`src/rtl/batcharger_meas_seq.sv`:
```
// Battery-charger measurement sequencer: round-robins V/I/T through one shared ADC,
// averaging 2^AVG_LOG2 conversions per channel with mux settling and an EOC timeout.
module batcharger_meas_seq #(
  parameter int AVG_LOG2 = 2,
  parameter int SETTLE   = 2,
  parameter int TIMEOUT  = 63
) (
  input  logic       clk,
  input  logic       rstz,
  input  logic       en,
  input  logic       vmeasen,
  input  logic       imeasen,
  input  logic       tmeasen,
  input  logic       adc_eoc,
  input  logic [7:0] adc_data,
  output logic       adc_start,
  output logic [1:0] adc_sel,
  output logic [7:0] vbat_q,
  output logic [7:0] ibat_q,
  output logic [7:0] vtemp_q,
  output logic [2:0] upd,
  output logic       adc_err
);
  localparam int         ACC_W   = 8 + AVG_LOG2;
  localparam logic [4:0] NS_LAST = 5'((1 << AVG_LOG2) - 1);
  localparam logic [3:0] ST_LAST = 4'((SETTLE > 0) ? SETTLE - 1 : 0);
  // the timeout window includes the start cycle, so WAIT gives up one count early
  localparam logic [7:0] TO_LAST = 8'((TIMEOUT > 1) ? TIMEOUT - 2 : 0);

  typedef enum logic [2:0] {S_IDLE, S_SETTLE, S_CONV, S_WAIT, S_NEXT} state_t;
  state_t r_state, w_state_nxt;

  logic [1:0]       r_sel, r_ptr;
  logic [3:0]       r_scnt;
  logic [7:0]       r_tcnt;
  logic [4:0]       r_ncnt;
  logic [ACC_W-1:0] r_acc;
  logic [7:0]       r_vq, r_iq, r_tq;
  logic [2:0]       r_upd;
  logic             r_err;

  logic [2:0]       w_men;
  logic [1:0]       w_ptr_adv, w_base, w_pick;
  logic             w_found, w_go, w_abort, w_sample, w_last, w_tout;
  logic [ACC_W-1:0] w_sum;
  logic [7:0]       w_avg;

  assign w_men     = {tmeasen, imeasen, vmeasen};
  assign w_ptr_adv = (r_sel == 2'd2) ? 2'd0 : r_sel + 2'd1;
  assign w_base    = (r_state == S_NEXT) ? w_ptr_adv : r_ptr;
  assign w_abort   = !en && (r_state != S_IDLE);
  assign w_sample  = (r_state == S_WAIT) && adc_eoc;
  assign w_last    = (r_ncnt == NS_LAST);
  assign w_tout    = (r_state == S_WAIT) && !adc_eoc && (r_tcnt >= TO_LAST);
  assign w_sum     = r_acc + ACC_W'(adc_data);
  assign w_avg     = w_sum[ACC_W-1:AVG_LOG2];

  // first enabled channel at or after w_base (V,I,T order, wrapping)
  always_comb begin
    logic [2:0] t;
    t       = 3'd0;
    w_pick  = w_base;
    w_found = 1'b0;
    for (int k = 2; k >= 0; k--) begin
      t = {1'b0, w_base} + 3'(k);
      if (t >= 3'd3) t = t - 3'd3;
      if (w_men[t[1:0]]) begin
        w_pick  = t[1:0];
        w_found = 1'b1;
      end
    end
  end

  always_ff @(posedge clk or negedge rstz) begin
    if (!rstz) r_state <= S_IDLE;
    else       r_state <= w_state_nxt;
  end

  always_comb begin
    w_state_nxt = r_state;
    w_go        = 1'b0;
    case (r_state)
      S_IDLE:   w_go = en && w_found;
      S_SETTLE: if (r_scnt == ST_LAST) w_state_nxt = S_CONV;
      S_CONV:   w_state_nxt = S_WAIT;
      S_WAIT: begin
        if (w_sample)    w_state_nxt = w_last ? S_NEXT : S_CONV;
        else if (w_tout) w_state_nxt = S_NEXT;
      end
      S_NEXT: begin
        w_go = en && w_found;
        if (!w_go) w_state_nxt = S_IDLE;
      end
      default: w_state_nxt = S_IDLE;
    endcase
    if (w_go) w_state_nxt = (SETTLE == 0) ? S_CONV : S_SETTLE;
    if (w_abort) begin
      w_state_nxt = S_IDLE;
      w_go        = 1'b0;
    end
  end

  always_ff @(posedge clk or negedge rstz) begin
    if (!rstz) begin
      r_sel  <= 2'd0;
      r_ptr  <= 2'd0;
      r_scnt <= '0;
      r_tcnt <= '0;
      r_ncnt <= '0;
      r_acc  <= '0;
      r_vq   <= '0;
      r_iq   <= '0;
      r_tq   <= '0;
      r_upd  <= '0;
      r_err  <= 1'b0;
    end else begin
      r_upd <= 3'b000;
      if (r_state == S_NEXT) r_ptr <= w_ptr_adv;
      if (w_abort) begin
        r_acc  <= '0;
        r_ncnt <= '0;
      end else if (w_go) begin
        r_sel  <= w_pick;
        r_scnt <= '0;
        r_acc  <= '0;
        r_ncnt <= '0;
      end else begin
        case (r_state)
          S_SETTLE: r_scnt <= r_scnt + 4'd1;
          S_CONV:   r_tcnt <= '0;
          S_WAIT: begin
            if (w_sample) begin
              if (w_last) begin
                r_acc  <= '0;
                r_ncnt <= '0;
                r_err  <= 1'b0;
                r_upd  <= 3'b001 << r_sel;
                case (r_sel)
                  2'd0:    r_vq <= w_avg;
                  2'd1:    r_iq <= w_avg;
                  default: r_tq <= w_avg;
                endcase
              end else begin
                r_acc  <= w_sum;
                r_ncnt <= r_ncnt + 5'd1;
              end
            end else if (w_tout) begin
              r_err  <= 1'b1;
              r_acc  <= '0;
              r_ncnt <= '0;
            end else begin
              r_tcnt <= r_tcnt + 8'd1;
            end
          end
          default: ;
        endcase
      end
    end
  end

  assign adc_start = (r_state == S_CONV);
  assign adc_sel   = r_sel;
  assign vbat_q    = r_vq;
  assign ibat_q    = r_iq;
  assign vtemp_q   = r_tq;
  assign upd       = r_upd;
  assign adc_err   = r_err;
endmodule

```
`config.mk`:
```
export PLATFORM = sky130hd
export DESIGN_NAME = batcharger_meas_seq
export DESIGN_NICKNAME = d
export VERILOG_FILES = /design/src/rtl/batcharger_meas_seq.sv
export SDC_FILE = /design/constraint.sdc
export NUM_CORES = 1
export LEC_CHECK = 0
export ABC_AREA = 1
export BUFFER_PORTS_ARGS = -buffer_cell sky130_fd_sc_hd__buf_2
export CAP_MARGIN = 40
export CORE_MARGIN = 8
export CORE_UTILIZATION = 62
export CTS_CLUSTER_SIZE = 24
export DETAILED_ROUTE_END_ITERATION = 10
export GPL_TIMING_DRIVEN = 0
export PLACE_DENSITY = 0.89
export SETUP_SLACK_MARGIN = 0.3
export SYNTH_ARGS = -nofsm -noshare
export SYNTH_HDL_FRONTEND = slang
export SYNTH_SLANG_ARGS = --single-unit
```
`constraint.sdc`:
```
create_clock -name clk -period 5.38 [get_ports clk]
set_input_delay 0.807 -clock clk [delete_from_list [all_inputs] [get_ports clk]]
set_output_delay 0.807 -clock clk [all_outputs]
set_load 0.02 [all_outputs]
```
==> results.tsv, run 1 <==
metric	value	unit
wl_met2	3800	um
synth_seq_cells	62	
grt_max_degree	40	
ios	46	
ctsHoldBuffers	0	
synth.area.top_cells	dfrtp_1, nand2_1, ha_1, inv_1, nand3_1	
drc	0	
cts_resized	0	
tightest_slew	0.537	ns
core	0.00537	mm^2
antenna_cells	0	
final_max_slew_viol_count	0	
clk_latency	0.34	ns
cts_setup_buffers	0	
cts_tree	done	
status	completed	
drv_cap	0	
grt_pass1_wl	13200	um
utilization	0.733	
slew_headroom	0.642	
cts_made_buffers	9	
seq_area	0.00155	mm^2
wirelength	7440	um
cp-start-kind	flop	
rsz0062_at_grt	no	
layout_commonest_cell	nand2_1	
syn-num-nets	433	
synthCells	401	
wl_per_cell	13.9	um
path_max_fanout	10	
design_area	0.00394	mm^2
mostFrequentLayoutCells	nand2_1, dfrtp_1, inv_1	
clock_skew	0.00727	ns
critical_path_required	5.60	ns
grt_overflow	0	
multi_input_area	0.00154	mm^2
ir_drop	0.337	mV
r2r_end	r_scnt[0]$_DFFE_PN0P_	
wl_met3	513	um
cts_buffer_depth	2	
critPathKind	reg2reg	
p_per_area	413	mW/mm^2
gr-usage-all-layers	0.193	
yosysTopAreaCellShare	0.459	
yosys_warnings	0	
drtIter0Drc	98	
final.setup.tns	0	ns
syn_area	0.00338	mm^2
ant_nets	0	
die_area	0.00807	mm^2
grt_pass1_vias	2974	
min-delay-path-class	in2async	
ff2ff_path_depth	15	
cp.arrival	2.72	ns
nFillCells	403	
routed_via_density	5.36	
syn_area_per_cell	8.42	um^2
io_buffers	45	
postPlaceCellArea	0.00371	mm^2
h-tree-depth	3	
reg2reg_setup_slack	2.87	ns
gp_congestion	0.888	
crit_path_end_kind	flop	
syn2layout_area_growth	16.5	%
routed.top_layer	met4	
wl_met1	2980	um
cellLeakagePower	2.13	nW
synth_top_area_cell	dfrtp_1	
finalHoldViolCount	0	
cts-root-buf	clkbuf_8	
vias	2869	
setup_viol	0	
clk_pin_slew	0.07	ns
r2r_start	r_state[0]$_DFFE_PN0P_	
synth.distinct_cells	36	
fin_nets	490	
dr.pass1.iters	5	
dp_hpwl	5690	um
die_height	89.8	um
cts_sinks	62	
final_layout_size_suffix_gt1_frac	0.222	
synth-seq-area-share	0.459	
start_util	0.629	
post-route-period-util	0.466	
fp-row-count	27	
antenna_found_initial	0	
fin_crit	2.51	ns
fmax	399	MHz
die_w	89.8	um
==> how the worst max path moves through the flow <==
stage	slack, ns	to	cells after the start	startpoint
after floorplan	3.08	r_scnt[2]$_DFFE_PN0P_	16	adc_sel[1]$_DFFE_PN0P_
after global placement	2.78	vbat_q[4]$_DFFE_PN0P_	11	adc_data[0]
after detailed placement	2.75	vbat_q[4]$_DFFE_PN0P_	11	adc_data[0]
after CTS	2.86	r_scnt[0]$_DFFE_PN0P_	15	r_state[0]$_DFFE_PN0P_
after global routing	2.69	r_scnt[0]$_DFFE_PN0P_	15	r_state[0]$_DFFE_PN0P_
final	2.87	r_scnt[0]$_DFFE_PN0P_	15	r_state[0]$_DFFE_PN0P_
==> layer usage <==
layer	up-vias	global-route usage
met2	94	0.335
met4	0	0.0860
met5	-	0
li1	1410	-
met3	14	0.0524
met1	1351	0.217
==> power by group <==
part           leakage [nW]  internal [mW]  total, mW  switching (mW)
registers             0.837          0.527      0.578          0.0513
clock network         0.108          0.272      0.457           0.185
logic                  1.18          0.205      0.589           0.384
total                  2.13           1.00       1.62           0.621
==> critical path, stage by stage (launching register included) <==
cell and delay [ns]:
dfrtp_1 0.44, nor2_2 0.20, nand3_1 0.11, nand2_2 0.15, inv_1 0.09, ha_1 0.30, o21bai_1 0.15, o21ai_0 0.28
nor2_2 0.09, nand3_2 0.09, nand2_4 0.07, buf_12 0.15, nand2_4 0.06, nand2_4 0.06, nand2_1 0.06, o21ai_1 0.08
==> area by class of cell <==
cell class	instances	area share
multi-input cells	273	0.391
flip-flops and latches	62	0.394
inverters	60	0.0572
clock inverters	6	0.0216
plain buffers	6	0.0159
well taps	72	0.0229
clock buffers	10	0.0350
repair buffers	46	0.0623
==> logic make-up after synthesis <==
| family | synth area share |
|---|---|
| adders and majority gates | 0.0652 |
| xor gates and xnor gates | 0.0259 |
| buffers and inverters | 0.0852 |
| and+or+nand+nor | 0.257 |
| DFF | 0.459 |
| AOI/OAI and AO/OA | 0.108 |
==> synthesized netlist by cell type, drive strengths merged <==
master and instances:
a21boi 1, nand2 108, fa 1, ha 16, o21bai 2, xor2 6, nand4 4, buf 6
a21oi 16, nor3 6, nor2 25, xnor2 4, or2 3, a31oi 1, o22ai 7, nand3 32
o21ai 37, o211ai 2, nand3b 2, inv 60, dfrtp 62
==> state kept, by name (all words and copies together) (netlist names) <==
signal	cells
r_acc	10
ibat_q	8
r_tcnt	8
vbat_q	8
vtemp_q	8
r_ncnt	5
r_scnt	4
r_state	3
upd	3
adc_sel	2
r_ptr	2
adc_err	1
==> metrics by stage <==
stage               hold slack, ns  instances  setup WS, ns  power (mW)
global placement             0.460        518          2.78        1.14
floorplan                    0.446        401          3.08        1.02
finish                       0.443        535          2.87        1.62
detailed placement           0.462        519          2.75        1.16
CTS                          0.449        535          2.86        1.63
global route                 0.477        535          2.69        1.73
Note: power is estimated with default switching activity, not from simulation.
==> run 2: changes to the inputs <==
- CORE_UTILIZATION: 62 -> 52
- PLACE_DENSITY: 0.89 -> 0.8
- clock period: 5.38 -> 2.05 ns (I/O delays scaled with it)
==> run 2 against run 1 <==
Net effect: the run now ends with negative setup slack left; core utilization grew 2.4 points; via count rose by 9.9%; clock power is 140% higher; worst setup slack got worse by 3.1 ns; register-to-register slack lost 3.1 ns; cell count is 8.8% higher; critical path type unchanged; critical endpoint is now r_scnt[1]$_DFFE_PN0P_; largest cell class is now multi-input combinational cells; largest power group unchanged.
==> results.tsv, run 2 (same netlist as run 1, synthesis figures left out) <==
metric	value	unit	change
status	finished with violations		
violations	negative setup slack		
cts_made_buffers	9		unchanged
routed_via_density	5.42		+0.99%
ios	46		unchanged
layout_commonest_cell	nand2_1		
p_per_area	1120	mW/mm^2	+170%
finalHoldViolCount	0		unchanged
clock_skew	0.00823	ns	+0.000956 ns
io_buffers	45		unchanged
final_layout_size_suffix_gt1_frac	0.418		+0.195
grt_max_degree	24		-40%
swShare	0.408		+0.0252
h-tree-depth	3		unchanged
fmax	433	MHz	+8.6%
cts-root-buf	clkbuf_8		
start_util	0.535		-0.0939
post-route-period-util	1.13		+0.660
finalPower	5.35	mW	+230%
cellLeakagePower	2.43	nW	+14%
nFillCells	420		+4.2%
crit_path_end_kind	flop		
cp.arrival	2.55	ns	-0.17 ns
drc	0		unchanged
critPathKind	reg2reg		
fin_nets	532		+8.6%
drv_cap	0		unchanged
grt_overflow	0		unchanged
regMostFlops	r_acc		
die_height	96.6	um	+7.6%
fin_crit	2.31	ns	-0.198 ns
postPlaceCellArea	0.00383	mm^2	+3.2%
antenna_cells	0		unchanged
hold_slack	0.312	ns	-0.131 ns
drtIter0Drc	153		+56%
setup_slack	-0.258	ns	-3.13 ns
crit_path_frequent_cell	nand2_4		
min-delay-path-class	in2reg		
worstPathCellList	nor2_4, nand2_2, nand2_2, nand2_4, inv_4, ha_4, nor2_1, nand3_1, nand2_2, nor2_4, nand3_2, nand2_4, buf_12, nand2_4, nand2_4, nand2_1, o21ai_1		
antenna_found_initial	0		unchanged
cts_sinks	62		unchanged
cpPeakStageDelay	0.41	ns	-0.03 ns
mostFrequentLayoutCells	nand2_1, dfrtp_1, inv_1		
gp_congestion	0.862		-2.9%
setup_viol	43		+43
core	0.00631	mm^2	+18%
rsz0062_at_grt	yes		
cp-start-kind	flop		
largest_register_ff_count	10		unchanged
wl_per_cell	16.6	um	+19%
dp_hpwl	5700	um	+0.15%
syn2layout_area_growth	41.4	%	
cp_slowest_cell	dfrtp_1		
critical_path_required	2.29	ns	-3.31 ns
design_area	0.00478	mm^2	+21%
ir_drop	1.05	mV	+210%
die_area	0.00933	mm^2	+16%
sequentialPowerShare	0.290		-0.066
fp-row-count	29		+7.4%
reg2reg_setup_slack	-0.26	ns	-3.13 ns
dr.pass1.iters	4		-1
power.internal	3.17	mW	+220%
p_comb_frac	0.503		+0.140
die_w	96.6	um	+7.6%
gr-usage-all-layers	0.195		+0.00140
cts_tree	done		
ff2ff_path_depth	17		+2
switching_power	2.18	mW	+250%
tightest_slew	0.557	ns	+0.0197 ns
wirelength	9650	um	+30%
dp_cells	525		+1.2%
cts_buffer_depth	2		unchanged
grt_pass1_wl	15100	um	+15%
path_max_fanout	5		-5
slew_headroom	0.629		-0.0132
clk_pin_slew	0.07	ns	about the same
worstHoldPathCells	4		
final_max_slew_viol_count	0		unchanged
instances_no_fill	582		+8.8%
ant_nets	0		unchanged
grt_pass1_vias	3170		+6.6%
clk_latency	0.36	ns	+0.02 ns
vias	3152		+9.9%
power_frac_clock	0.207		-0.074
run 2: cell types whose count changed in the layout (fill, tap and decap cells not counted), moves of 6 or more:
cell,before,now
buf_4,2,29
nand2_1,99,77
nand2_2,6,24
o21ai_0,20,11
buf_6,2,10
ha_1,16,8
inv_4,0,7
ha_4,0,6
o21ai_2,3,9
run 2: through the flow:
stage | TNS [ns] | worst slack [ns] | util
2_1_floorplan | -0.157 | -0.0360 | -
3_3_place_gp | -3.31 | -0.192 | 0.598
3_5_place_dp | -5.07 | -0.269 | 0.607
4_1_cts | -1.92 | -0.110 | 0.717
5_1_grt | -10.55 | -0.372 | 0.756
6_report | -5.91 | -0.258 | 0.756
run 2: repair_timing:
item,CTS,global route
gates resized for setup,52,41
endpoints found under the hold margin,22,0
setup buffers,24,11
hold buffers,1,0
gates cloned,5,0
pin swaps,24,20
setup endpoints to repair,58,61
run 2: routing by layer:
layer	track usage	vias up	part of all wire
met2	0.338	92	0.52
met3	0.0519	19	0.049
met4	0.0769	0	0.018
met1	0.221	1547	0.41
met5	0	-	0
li1	-	1494	-
run 2: path summary, 6_finish.rpt:
kind,from,endpoint
worst min-delay path,adc_data[0],r_acc[0]$_DFFE_PN0P_
worst min register to register,ibat_q[6]$_DFFE_PN0P_,ibat_q[6]$_DFFE_PN0P_
min in group asynchronous,rstz,ibat_q[7]$_DFFE_PN0P_
worst max-delay path,r_state[1]$_DFFE_PN0P_,r_scnt[1]$_DFFE_PN0P_
worst max register to register,r_state[1]$_DFFE_PN0P_,r_scnt[1]$_DFFE_PN0P_
max in group asynchronous,rstz,adc_sel[0]$_DFFE_PN0P_
run 2: area by class of cell:
| cell class | count | area, um^2 | share of cell area |
|---|---|---|---|
| Clock buffer | 10 | 138 | 0.0288 |
| Timing Repair Buffer | 87 | 698 | 0.146 |
| Clock inverter | 6 | 61.3 | 0.0128 |
| Buffer | 6 | 72.6 | 0.0152 |
| Sequential cell | 62 | 1550 | 0.325 |
| Inverter | 60 | 248 | 0.0519 |
| Tap cell | 77 | 96.3 | 0.0202 |
| Multi-Input combinational cell | 274 | 1910 | 0.400 |
run 2: worst max-delay path: cells and delay by family, from the launching register on:
kind / cells / cell delay [ns]
buffers and inverters: 2 / 0.24
AOI/OAI and AO/OA: 1 / 0.06
adders and majority gates: 1 / 0.22
DFF: 1 / 0.41
and+or+nand+nor: 13 / 1.28
run 2: power groups by stage:
stage                     clock, mW  combinational, mW  sequential [mW]
after floorplan                   0               1.21             1.57
after global placement            0               1.56             1.54
after detailed placement          0               1.63             1.55
after CTS                      1.10               2.21             1.53
after global routing           1.15               2.88             1.56
final                          1.11               2.69             1.55
